**config.mk**
```make
export PLATFORM = sky130hd
export DESIGN_NAME = frame_buf_ctrl
export DESIGN_NICKNAME = d
export VERILOG_FILES = /design/src/rtl/frame_buf_ctrl.sv
export SDC_FILE = /design/constraint.sdc
export NUM_CORES = 1
export LEC_CHECK = 0
export CORE_UTILIZATION = 50
export DETAILED_ROUTE_END_ITERATION = 8
export PLACE_DENSITY = 0.82
export SYNTH_ARGS = -nofsm -noshare
export SYNTH_HDL_FRONTEND = slang
export SYNTH_SLANG_ARGS = --single-unit
```
**constraint.sdc**
```tcl
create_clock -name i_clk -period 4.1 [get_ports i_clk]
set_input_delay 0.615 -clock i_clk [delete_from_list [all_inputs] [get_ports i_clk]]
set_output_delay 0.615 -clock i_clk [all_outputs]
set_load 0.02 [all_outputs]
```
**src/rtl/frame_buf_ctrl.sv**
```systemverilog
// Double-buffered frame-buffer write scheduler: aligns pixel writes to camera frames,
// writes into the bank not on display, and swaps banks on display vblank once a frame is complete.
module frame_buf_ctrl #(
   parameter int IMG_W  = 640,
   parameter int IMG_H  = 480,
   parameter int ADDR_W = 19
) (
   input  logic              i_clk,
   input  logic              i_rst,
   input  logic              i_capture_en,
   input  logic              i_snap,
   input  logic              i_frame_start,
   input  logic              i_vblank,
   input  logic [7:0]        i_data,
   input  logic              i_data_valid,
   output logic              o_data_ready,
   output logic              o_wr_en,
   output logic [ADDR_W-1:0] o_wr_addr,
   output logic [7:0]        o_wr_data,
   output logic              o_wr_bank,
   output logic              o_rd_bank,
   output logic              o_frame_done,
   output logic [7:0]        o_frame_cnt,
   output logic [15:0]       o_drop_cnt,
   output logic              o_err_short
);

   localparam logic [ADDR_W-1:0] LAST_ADDR = ADDR_W'(IMG_W * IMG_H - 1);

   typedef enum logic [1:0] {S_IDLE, S_WAIT_SOF, S_WRITE} state_t;

   state_t            r_state;
   state_t            w_state_nxt;
   logic              r_snap_q;
   logic              r_single;
   logic              r_pending;
   logic              r_rd_bank;
   logic [ADDR_W-1:0] r_addr;
   logic              r_data_ready;
   logic              r_wr_en;
   logic [ADDR_W-1:0] r_wr_addr;
   logic [7:0]        r_wr_data;
   logic              r_frame_done;
   logic [7:0]        r_frame_cnt;
   logic [15:0]       r_drop_cnt;
   logic              r_err_short;

   logic w_accept;
   logic w_in_write;
   logic w_last;
   logic w_open;
   logic w_armed;

   assign w_accept   = i_data_valid & r_data_ready;
   assign w_in_write = (r_state == S_WRITE);
   assign w_last     = w_in_write & w_accept & (r_addr == LAST_ADDR);
   // A pending (unswapped) frame blocks new frames so writes never hit the displayed bank.
   assign w_open     = (r_state == S_WAIT_SOF) & i_frame_start & ~r_pending;
   assign w_armed    = i_capture_en | r_snap_q;

   always_ff @(posedge i_clk) begin
      if (i_rst) r_state <= S_IDLE;
      else       r_state <= w_state_nxt;
   end

   always_comb begin
      w_state_nxt = r_state;
      case (r_state)
         S_IDLE: begin
            if (w_armed) w_state_nxt = S_WAIT_SOF;
         end
         S_WAIT_SOF: begin
            if (w_open)                             w_state_nxt = S_WRITE;
            else if (!i_capture_en && !r_single)    w_state_nxt = S_IDLE;
         end
         S_WRITE: begin
            if (w_last) w_state_nxt = (r_single || !i_capture_en) ? S_IDLE : S_WAIT_SOF;
         end
         default: w_state_nxt = S_IDLE;
      endcase
   end

   always_ff @(posedge i_clk) begin
      if (i_rst) begin
         r_snap_q     <= 1'b0;
         r_single     <= 1'b0;
         r_pending    <= 1'b0;
         r_rd_bank    <= 1'b0;
         r_addr       <= '0;
         r_data_ready <= 1'b0;
         r_wr_en      <= 1'b0;
         r_wr_addr    <= '0;
         r_wr_data    <= '0;
         r_frame_done <= 1'b0;
         r_frame_cnt  <= '0;
         r_drop_cnt   <= '0;
         r_err_short  <= 1'b0;
      end else begin
         r_data_ready <= 1'b1;
         r_wr_en      <= 1'b0;
         r_frame_done <= 1'b0;

         if (r_state == S_IDLE) begin
            if (w_armed) begin
               r_single <= r_snap_q | i_snap;
               r_snap_q <= 1'b0;
            end else begin
               r_snap_q <= i_snap;
            end
         end

         if (w_accept && !w_in_write && (r_drop_cnt != 16'hFFFF))
            r_drop_cnt <= r_drop_cnt + 16'd1;

         if (w_open) r_addr <= '0;

         if (i_vblank && r_pending) begin
            r_rd_bank <= ~r_rd_bank;
            r_pending <= 1'b0;
         end

         if (w_in_write) begin
            if (w_accept) begin
               r_wr_en   <= 1'b1;
               r_wr_addr <= r_addr;
               r_wr_data <= i_data;
               r_addr    <= r_addr + ADDR_W'(1);
            end
            // Completion wins over a restart landing on the final beat.
            if (w_last) begin
               r_pending    <= 1'b1;
               r_frame_done <= 1'b1;
               r_frame_cnt  <= r_frame_cnt + 8'd1;
               r_single     <= 1'b0;
            end else if (i_frame_start) begin
               r_err_short <= 1'b1;
               r_addr      <= '0;
            end
         end
      end
   end

   assign o_data_ready = r_data_ready;
   assign o_wr_en      = r_wr_en;
   assign o_wr_addr    = r_wr_addr;
   assign o_wr_data    = r_wr_data;
   assign o_rd_bank    = r_rd_bank;
   assign o_wr_bank    = ~r_rd_bank;
   assign o_frame_done = r_frame_done;
   assign o_frame_cnt  = r_frame_cnt;
   assign o_drop_cnt   = r_drop_cnt;
   assign o_err_short  = r_err_short;

endmodule

```
==> metrics.md, run 1 <==
| Metric | Value |
|---|---|
| DRC Markers | `0` |
| Largest net degree at the start of global routing | `41` |
| Rows | `30` |
| Sequential element share of the synthesized area | `44.60%` |
| Synthesized area per cell | `8.293 um^2` |
| Leakage | `1.445 nW` |
| Highest clock rate | `364.2 MHz` |
| Reg-to-reg slack, setup | `1.70 ns` |
| Routed via count | `about 3500` |
| Post-route setup slack | `between 1 and 1.5 ns` |
| Post-Synthesis Cell Area | `between 3000 and 4000 um^2` |
| Io pins | `72` |
| Hold path startpoint | `o_wr_addr[0]` |
| DP HPWL | `slightly below 6000 um` |
| Status | `complete, no violations` |
| Mapped Cells | `around 430` |
| Skew-Pair Late Insertion Delay | `0.35 ns` |
| Ys async rst share | `0%` |
| Type of origin of the critical path | `primary input` |
| DIE AREA | `~7500 um^2` |
| WL final | `around 8500 um` |
| Post-Synth XOR/XNOR Area | `1.463%` |
| Area Growth Syn to Fin | `26.52%` |
| Yosys reg bits | `80` |
| Post-synthesis mux area share | `approximately 3.4%` |
| Layout Skew | `0.01023 ns` |
| Crit path required time | `about 4.4 ns` |
| Post-synth top cells | `80 x dfxtp_1, 80 x nand2_1, 52 x a21oi_1` |
| Power Density | `314.1 nW/um^2` |
| Crit path from | `i_data_valid` |
| Grt ovf | `0` |
| Vias per cell | `about 5.8` |
| Worst min-delay path class | `reg2reg` |
| YS warnings | `0` |
| Max Cap Violations | `0` |
| First-pass GRT wire length | `14220 um` |
| TritonCTS clock tree | `yes` |
| Post-synthesis cell type count | `43` |
| Least-Margin Pin Slew | `between 0.6 and 0.7 ns` |
| Num CTS Buffers | `9` |
| Max-slew headroom | `55.66%` |
| Post-Synth Simple-Gate Area | `a little under a third` |
| Mapped Nets | `approximately 450` |
| WHS Endpoint | `o_wr_addr[0]` |
| Critical-path top delay cell | `or4_1` |
| Synth top area share | `44.60%` |
| WL per Instance | `around 14 um` |
| CORE AREA | `around 6900 um^2` |
| Port Buffers | `71` |
| GRT Total Usage | `23.89%` |
| Fin Setup TNS | `0 ns` |
| Fin nets | `just over 500` |
| Peak VDD IR | `between 0.2 and 0.25 mV` |
| Starting Density | `a little over half` |
| Adder-cell share of the synthesized area | `1.045%` |
| Ant diodes | `0` |
| Predominant post-synthesis flop cell | `dfxtp_1` |
| Period utilization | `about 67%` |
| Crit Path Category | `in2reg` |
| Synth area leaders | `dfxtp_1 45%, nand2_1 8.4%, a21oi_1 7.2%` |
| Iter 0 DRT Violations | `roughly 190` |
| Die width | `86.75 um` |
| Share of layout cells above drive strength 1 | `under 10%` |
| CP max stage delay | `between 0.5 and 0.6 ns` |
| Reg2reg path depth | `4` |
| Final hold vios | `0` |
| Hold Buf Count CTS | `0` |
| Max FO, Critical Path | `15` |
| Worst Setup End Kind | `flop` |
| Reg2Reg Capture Point | `r_addr[18]` |
| Vias in the first global route | `approximately 3000` |
| Detail Route Antenna Nets | `0` |
| CTS H-tree depth | `3` |
| Die Ht | `86.75 um` |
| Synth area leader | `dfxtp_1` |
| Compound-gate portion of the synthesized area | `15.92%` |
| CTS resizes | `0` |
| Worst EP arrival | `between 3 and 4 ns` |
| Final slew viol count | `0` |
| Final setup fails | `0` |
| Initial antenna violation count | `0` |
| Dpl ws | `0.9866 ns` |
| Minimum clock period | `between 2 and 3 ns` |
| WHS Path Cells | `2` |
| CTS sink cnt | `80` |
| Clk slew on worst S/H paths | `0.08 ns` |
| Fill cell count | `589` |
| RSZ-0062 raised after global routing | `false` |
| GP Congestion | `0.8027` |
| # Post-CTS Setup Buffers | `0` |
| EDFF count, synth | `0` |
| R2r startpoint | `r_state[1]` |
| CTS Root Cell | `clkbuf_8` |
| Worst path cell trace | `clkdlybuf4s50_1 > and4b_1 > nand4_1 > or4_1 > a211oi_1` |
| Largest family of logic cells by synthesized area | `simple AND/OR/NAND/NOR gates` |
| Drt first pass iters | `5` |
| Clk buf depth | `2` |
registers in the layout (all words and copies together) (netlist names), 2 cells and up:
name / cells
o_wr_data: 8
o_wr_addr: 19
r_addr: 19
o_drop_cnt: 16
o_frame_cnt: 8
r_state: 2
kinds of logic (layout without fill, tap and decap cells):
kind of cell,count (synthesis),after routing
mux,11,11
flops,80,80
compound gates,96,96
xor+xnor,6,6
buf+inv,31,98
simple gates,206,206
fa+ha+maj,3,3
per-stage QoR:
stage	cell area (um^2)	utilization [%]	hold slack, ns	cells	power [mW]
after CTS	4543	66.14	0.4584	596	1.437
after global routing	4543	66.14	0.4735	596	1.479
after detailed placement	4357	63.42	0.4468	581	0.8861
final	4543	66.14	0.4575	596	1.427
after global placement	4357	63.42	0.4414	581	0.8845
after floorplan	3591	-	0.4457	433	0.8528
power by group:
part / internal, mW / switching [mW] / total (mW)
logic: 0.0313 / 0.0434 / 0.0747
registers: 0.783 / 0.0103 / 0.794
clock network: 0.278 / 0.280 / 0.559
placed cells by master, fill, tap and decap left out, types with 3 or more instances in the layout:
cell type        count
a211oi_1            11
a21oi_1             52
a31oi_1              3
and2_1               5
and3_1               7
and4_1               7
buf_4                4
clkbuf_8             9
clkdlybuf4s50_1     70
dfxtp_1             80
ha_1                 3
inv_1                8
mux2_2              10
nand2_1             80
nand3_1             15
nand4_1             12
nor2_1              16
nor2b_1              9
nor3_1              17
nor4_1               3
o211ai_1             3
o21ai_0              9
o311ai_0             3
o31ai_1             11
or3_1               11
or4_1               13
xnor2_1              5
layer usage:
| layer | track usage [%] | up-vias | wire length, um |
|---|---|---|---|
| met1 | 30.79 | 1646 | 3895 |
| li1 | - | 1705 | - |
| met4 | 6.515 | 0 | 68 |
| met3 | 6.667 | 9 | 411 |
| met2 | 39.32 | 101 | 4172 |
| met5 | 0 | - | 0 |
worst max-delay path by stage:
stage	end	slack [ns]	cells after the start
2_1_floorplan	r_addr[15]	2.08	5
3_3_place_gp	r_addr[18]	1.07	5
3_5_place_dp	r_addr[16]	0.99	5
4_1_cts	r_addr[16]	1.36	5
5_1_grt	r_addr[16]	1.16	5
6_report	r_addr[18]	1.35	5
critical path, delay by kind of cell:
kind / cells / cell delay, ns
buffers and inverters: 1 / 0.57
AND/OR/NAND/NOR: 3 / 1.58
AO/OA/AOI/OAI: 1 / 0.23
layout make-up:
class | count | area (um^2) | share of cell area (%)
Multi-Input combinational cell | 322 | 1869 | 41.15
Sequential cell | 80 | 1602 | 35.25
Clock inverter | 5 | 58.81 | 1.294
Clock buffer | 10 | 127.6 | 2.809
Tap cell | 96 | 120.1 | 2.644
Inverter | 8 | 30.03 | 0.6610
Timing Repair Buffer | 75 | 735.7 | 16.19
Power figures use the tool's default switching activity.
==> run 2, diff against run 1 <==
CORE_UTILIZATION = 46   (was 50)
PLACE_DENSITY = 0.79   (was 0.82)
clock period = 2.4 ns   (was 4.1 ns; I/O delays follow)
==> run 2 against run 1 <==
Against the previous run: clock skew rose by 0.0013 ns; worst hold slack got worse by 0.095 ns; combinational power rose by 81%; register-to-register slack got worse by 1.5 ns; critical path depth did not move; clock power rose by 78%; routed wire length rose by 5.2%; sequential cell count did not move; global-route usage fell by 1.1 points; setup slack got worse by 1.1 ns.
==> metrics.md, run 2 (same netlist as run 1, synthesis figures left out) <==
| Metric | Value |
|---|---|
| Status | `complete, no violations` |
| RSZ-0062 raised after global routing | `false` |
| Most frequent cells in the layout | `80 x nand2_1, 80 x dfxtp_1, 70 x clkdlybuf4s50_1, 52 x a21oi_1, 17 x nor3_1` |
| Clock Power Share | `about two fifths` |
| Ant diodes | `0` |
| Internal cell power | `between 1.5 and 2 mW` |
| Routed via count | `about 3500` |
| Final slew viol count | `0` |
| Highest clock rate | `approximately 460 MHz` |
| Post-route setup slack | `between 0.2 and 0.25 ns` |
| CP delay by family, top | `simple AND/OR/NAND/NOR gates` |
| Iter 0 DRT Violations | `~270` |
| GRT Total Usage | `22.81%` |
| Drt first pass iters | `4` |
| Max Cap Violations | `0` |
| First-pass GRT wire length | `15260 um` |
| Share of layout cells above drive strength 1 | `roughly 8.4%` |
| Fin area | `roughly 4600 um^2` |
| Peak VDD IR | `0.3270 mV` |
| Max FO, Critical Path | `9` |
| Worst Setup End Kind | `flop` |
| Final hold vios | `0` |
| Worst hold slack | `about 0.36 ns` |
| Capture point of the worst path | `o_drop_cnt[0]` |
| # Post-CTS Setup Buffers | `0` |
| Least-Margin Pin Slew | `between 0.5 and 0.6 ns` |
| Reg2Reg Capture Point | `o_drop_cnt[0]` |
| Max-slew headroom | `between 60% and 70%` |
| Vias per cell | `about 5.7` |
| Vias in the first global route | `3259` |
| Crit path from | `o_drop_cnt[0]` |
| CTS sink cnt | `80` |
| Worst path cell trace | `ha_1 > nand4_1 > nor3_2 > a21oi_1 > mux2_2` |
| Worst EP arrival | `around 2.4 ns` |
| Number of stages on the worst setup path | `5` |
| Die Ht | `roughly 90 um` |
| Area after DPL | `approximately 4500 um^2` |
| R2r startpoint | `o_drop_cnt[0]` |
| CTS resizes | `0` |
| Num CTS Buffers | `9` |
| DIE AREA | `between 8000 and 9000 um^2` |
| Detail Route Antenna Nets | `0` |
| Fill cell count | `around 660` |
| Final setup fails | `0` |
| Period utilization | `about nine tenths` |
| Layout Skew | `between 0.01 and 0.015 ns` |
| Power Density | `534.4 nW/um^2` |
| Die width | `about 90 um` |
| Crit path required time | `2.64 ns` |
| Io pins | `between 70 and 80` |
| WL final | `8996 um` |
| DP HPWL | `~6200 um` |
| Largest net degree at the start of global routing | `37` |
| Minimum clock period | `about 2.2 ns` |
| Reg2reg path depth | `5` |
| Dpl ws | `-0.006087 ns` |
| Crit Path Category | `reg2reg` |
| NetSw | `between 500 and 600 uW` |
| Reg-to-reg slack, setup | `roughly 0.21 ns` |
| Fin nets | `between 500 and 600` |
| Initial antenna violation count | `0` |
| Leakage | `~1.5 nW` |
| Critical-path top delay cell | `nor3_2` |
| CTS Root Cell | `clkbuf_8` |
| Type of origin of the critical path | `flop` |
| CP max stage delay | `around 0.54 ns` |
| CORE AREA | `7408 um^2` |
| Port Buffers | `around 70` |
| Rows | `31` |
| Switch share | `approximately 22%` |
| Clk slew on worst S/H paths | `roughly 0.07 ns` |
| Worst Path Buf+Inv | `0` |
| Skew-Pair Late Insertion Delay | `0.35 ns` |
| WL per Instance | `roughly 15 um` |
| DRC Markers | `0` |
| Area Growth Syn to Fin | `29.48%` |
| Total Power | `between 2 and 2.5 mW` |
| Worst min-delay path class | `in2reg` |
| Seq pwr share | `between 50% and 60%` |
| Logic pwr share | `between 5 and 6%` |
| Clk buf depth | `2` |
| GP Congestion | `between 0.8 and 0.9` |
| CTS H-tree depth | `3` |
| Grt ovf | `0` |
| Starting Density | `48.47%` |
| Hold Buf Count CTS | `0` |
| TritonCTS clock tree | `yes` |
| Final core occ | `between 60 and 70%` |
-- run 2: changes by cell type in the layout (fill, tap and decap cells not counted), sizes merged --
cell,before,now
clkinvlp,2,0
clkbuf,10,13
buf,5,17
-- run 2: metal layers --
layer / routed length (um) / vias to the layer above / global-route usage (%)
met5: 0 / - / 0
met4: 167 / 0 / 8.737
met3: 495 / 20 / 6.481
met2: 4355 / 98 / 37.85
met1: 3977 / 1656 / 27.96
li1: - / 1722 / -
-- run 2: area by class of cell --
cell class | count | area [um^2] | share of cell area [%]
flip-flops and latches | 80 | 1602 | 34.45
repair buffers | 87 | 825.8 | 17.76
multi-input cells | 322 | 1869 | 40.20
clock buffers | 13 | 158.9 | 3.418
clock inverters | 3 | 40.04 | 0.8611
inverters | 8 | 30.03 | 0.6459
well taps | 99 | 123.9 | 2.664
-- run 2: worst reg2reg max path, delay by kind of cell (launching register included) --
kind	cells	cell delay, ns
fa+ha+maj	1	0.32
mux	1	0.30
simple gates	2	0.80
compound gates	1	0.21
flops	1	0.47
-- run 2: worst min path at each step --
stage	from	endpoint	slack [ns]	cells after the start
after CTS	i_rst	o_rd_bank	0.35	2
after floorplan	r_addr[18]	o_wr_addr[18]	0.45	2
after global routing	i_rst	o_rd_bank	0.35	2
after global placement	o_wr_data[7]	o_wr_data[7]	0.44	2
final	i_rst	o_rd_bank	0.36	2
after detailed placement	o_wr_addr[4]	o_wr_addr[4]	0.45	2
-- run 2: power by group through the flow --
stage	Sequential [mW]	Clock, mW	Combinational (mW)
after floorplan	1.39	0	0.0681
after global placement	1.38	0	0.133
after detailed placement	1.39	0	0.136
after CTS	1.35	1.02	0.136
after global routing	1.36	1.07	0.150
final	1.36	0.994	0.135
-- run 2: per-stage QoR --
stage          cells  setup TNS, ns
6_report         612              0
5_1_grt          612              0
4_1_cts          612              0
3_5_place_dp     596      -0.006087
3_3_place_gp     596              0
2_1_floorplan    433              0
==> run 3, diff against run 2 <==
CORE_UTILIZATION = 48   (was 46)
CTS_BUF_LIST = sky130_fd_sc_hd__clkbuf_2 sky130_fd_sc_hd__clkbuf_4 sky130_fd_sc_hd__clkbuf_8   (was default)
PLACE_DENSITY = 0.82   (was 0.79)
==> run 3 against run 2 <==
Against the previous run: die area is 4.1% lower; worst hold slack worse by 0.031 ns; global-route usage is 2.1 points higher; fmax rose by 2.8%; first-iteration DRC count up 14%; non-clock buffer count is the same; clock skew down 0.0023 ns; largest cell class unchanged.
==> metrics.md, run 3 (same netlist as run 1, synthesis figures left out) <==
| Metric | Value |
|---|---|
| Status | `complete, no violations` |
| Area after DPL | `between 4000 and 5000 um^2` |
| First-pass GRT wire length | `between 15000 and 20000 um` |
| CTS resizes | `0` |
| Final hold vios | `0` |
| Final setup fails | `0` |
| Worst Setup End Kind | `flop` |
| CP max stage delay | `0.52 ns` |
| Area Growth Syn to Fin | `30.17%` |
| NetSw | `617.3 uW` |
| CTS sink cnt | `80` |
| # Post-CTS Setup Buffers | `0` |
| Max-slew headroom | `between 60% and 70%` |
| Hold Buf Count CTS | `0` |
| Max Cap Violations | `0` |
| Clock Power Share | `42.9%` |
| CTS H-tree depth | `3` |
| Detail Route Antenna Nets | `0` |
| Minimum clock period | `between 2 and 2.5 ns` |
| Clk buf depth | `2` |
| Fin area | `around 4700 um^2` |
| Largest net degree at the start of global routing | `40` |
| Clk slew on worst S/H paths | `~0.08 ns` |
| Internal cell power | `roughly 2 mW` |
| Num CTS Buffers | `9` |
| Total Power | `2.617 mW` |
| Share of layout cells above drive strength 1 | `8.772%` |
| TritonCTS clock tree | `yes` |
| Peak VDD IR | `0.2886 mV` |
| Ant diodes | `0` |
| Most frequent cells in the layout | `80 x nand2_1, 80 x dfxtp_1, 70 x clkdlybuf4s50_1, 52 x a21oi_1, 17 x nor3_1` |
| Routed via count | `3529` |
| RSZ-0062 raised after global routing | `false` |
| Max FO, Critical Path | `9` |
| Grt ovf | `0` |
| Iter 0 DRT Violations | `a little over 300` |
| Worst path cell trace | `ha_1 > nand4_1 > nor3_2 > a21oi_1 > mux2_2` |
| Die width | `between 80 and 90 um` |
| Power Density | `559.8 nW/um^2` |
| Rows | `31` |
| WL per Instance | `roughly 15 um` |
| Fin Setup TNS | `0 ns` |
| Period utilization | `about 89%` |
| Crit Path Category | `reg2reg` |
| WL final | `9360 um` |
| Layout Skew | `~0.009 ns` |
| Fin nets | `around 530` |
| Worst min-delay path class | `in2reg` |
| Logic pwr share | `roughly 5.3%` |
| Least-Margin Pin Slew | `a little over 0.5 ns` |
| GP Congestion | `between 0.8 and 0.9` |
| Skew-Pair Late Insertion Delay | `roughly 0.36 ns` |
| Drt first pass iters | `4` |
| Vias in the first global route | `3273` |
| Type of origin of the critical path | `flop` |
| Final slew viol count | `0` |
| Port Buffers | `71` |
| Die Ht | `slightly below 90 um` |
| Seq pwr share | `roughly half` |
| CTS Root Cell | `clkbuf_8` |
| Critical-path top delay cell | `nor3_2` |
| Worst EP arrival | `2.39 ns` |
| Vias per cell | `about 5.8` |
| DP HPWL | `between 6000 and 7000 um` |
| CORE AREA | `7253 um^2` |
| Initial antenna violation count | `0` |
| GRT Total Usage | `24.92%` |
| DRC Markers | `0` |
| DIE AREA | `approximately 7800 um^2` |
| Switch share | `a little under a quarter` |
| Leakage | `1.523 nW` |
| Starting Density | `a little under 50%` |
| Highest clock rate | `468.3 MHz` |
| Crit path required time | `2.65 ns` |
| Io pins | `72` |
-- run 3: changes by cell type in the layout (fill, tap and decap cells not counted) --
cell and change:
clkbuf_1 -2, clkbuf_8 -2, clkinv_2 -2, clkinvlp_4 +2, bufinv_16 +1, clkbuf_4 +1, clkinv_4 +1, inv_6 +1
-- run 3: layout make-up --
class / count / area [um^2]
repair buffers: 87 / 825.8
multi-input cells: 322 / 1869
clock buffers: 10 / 131.4
flip-flops and latches: 80 / 1602
clock inverters: 6 / 92.59
fillers: 619 / 2579
inverters: 8 / 30.03
well taps: 99 / 123.9
-- run 3: final timing paths --
check | start | endpoint | slack [ns] | depth (start not counted)
max | o_drop_cnt[0] | o_drop_cnt[0] | 0.26 | 5
min | i_rst | o_drop_cnt[6] | 0.33 | 2
max reg2reg | o_drop_cnt[0] | o_drop_cnt[0] | 0.26 | 5
min reg2reg | o_wr_addr[4] | o_wr_addr[4] | 0.46 | 2
-- run 3: per-layer routing --
metal	wire [um]	track usage [%]
met2	4607	41.47
met3	456	4.384
met4	233	13.34
met1	4063	30.77
met5	0	0
-- run 3: power groups by stage --
stage          Sequential (mW)  Combinational (mW)  Clock, mW
5_1_grt                   1.36               0.149       1.19
6_report                  1.36               0.138       1.12
3_3_place_gp              1.39               0.132          0
4_1_cts                   1.36               0.138       1.14
2_1_floorplan             1.39              0.0681          0
3_5_place_dp              1.39               0.136          0
-- run 3: metrics by stage --
step	util, %	hold WS, ns	instances	setup WS (ns)
global route	64.45	0.3505	612	0.1340
detailed placement	61.36	0.4496	596	-0.05578
floorplan	-	0.4457	433	0.4557
CTS	64.45	0.3234	612	0.2632
global placement	61.36	0.4425	596	0.01230
finish	64.45	0.3323	612	0.2648
-- run 3: critical path, delay by kind of cell (launching register included) --
kind            cells  cell delay [ns]
mux                 1             0.30
simple gates        2             0.76
flops               1             0.46
fa+ha+maj           1             0.31
compound gates      1             0.21
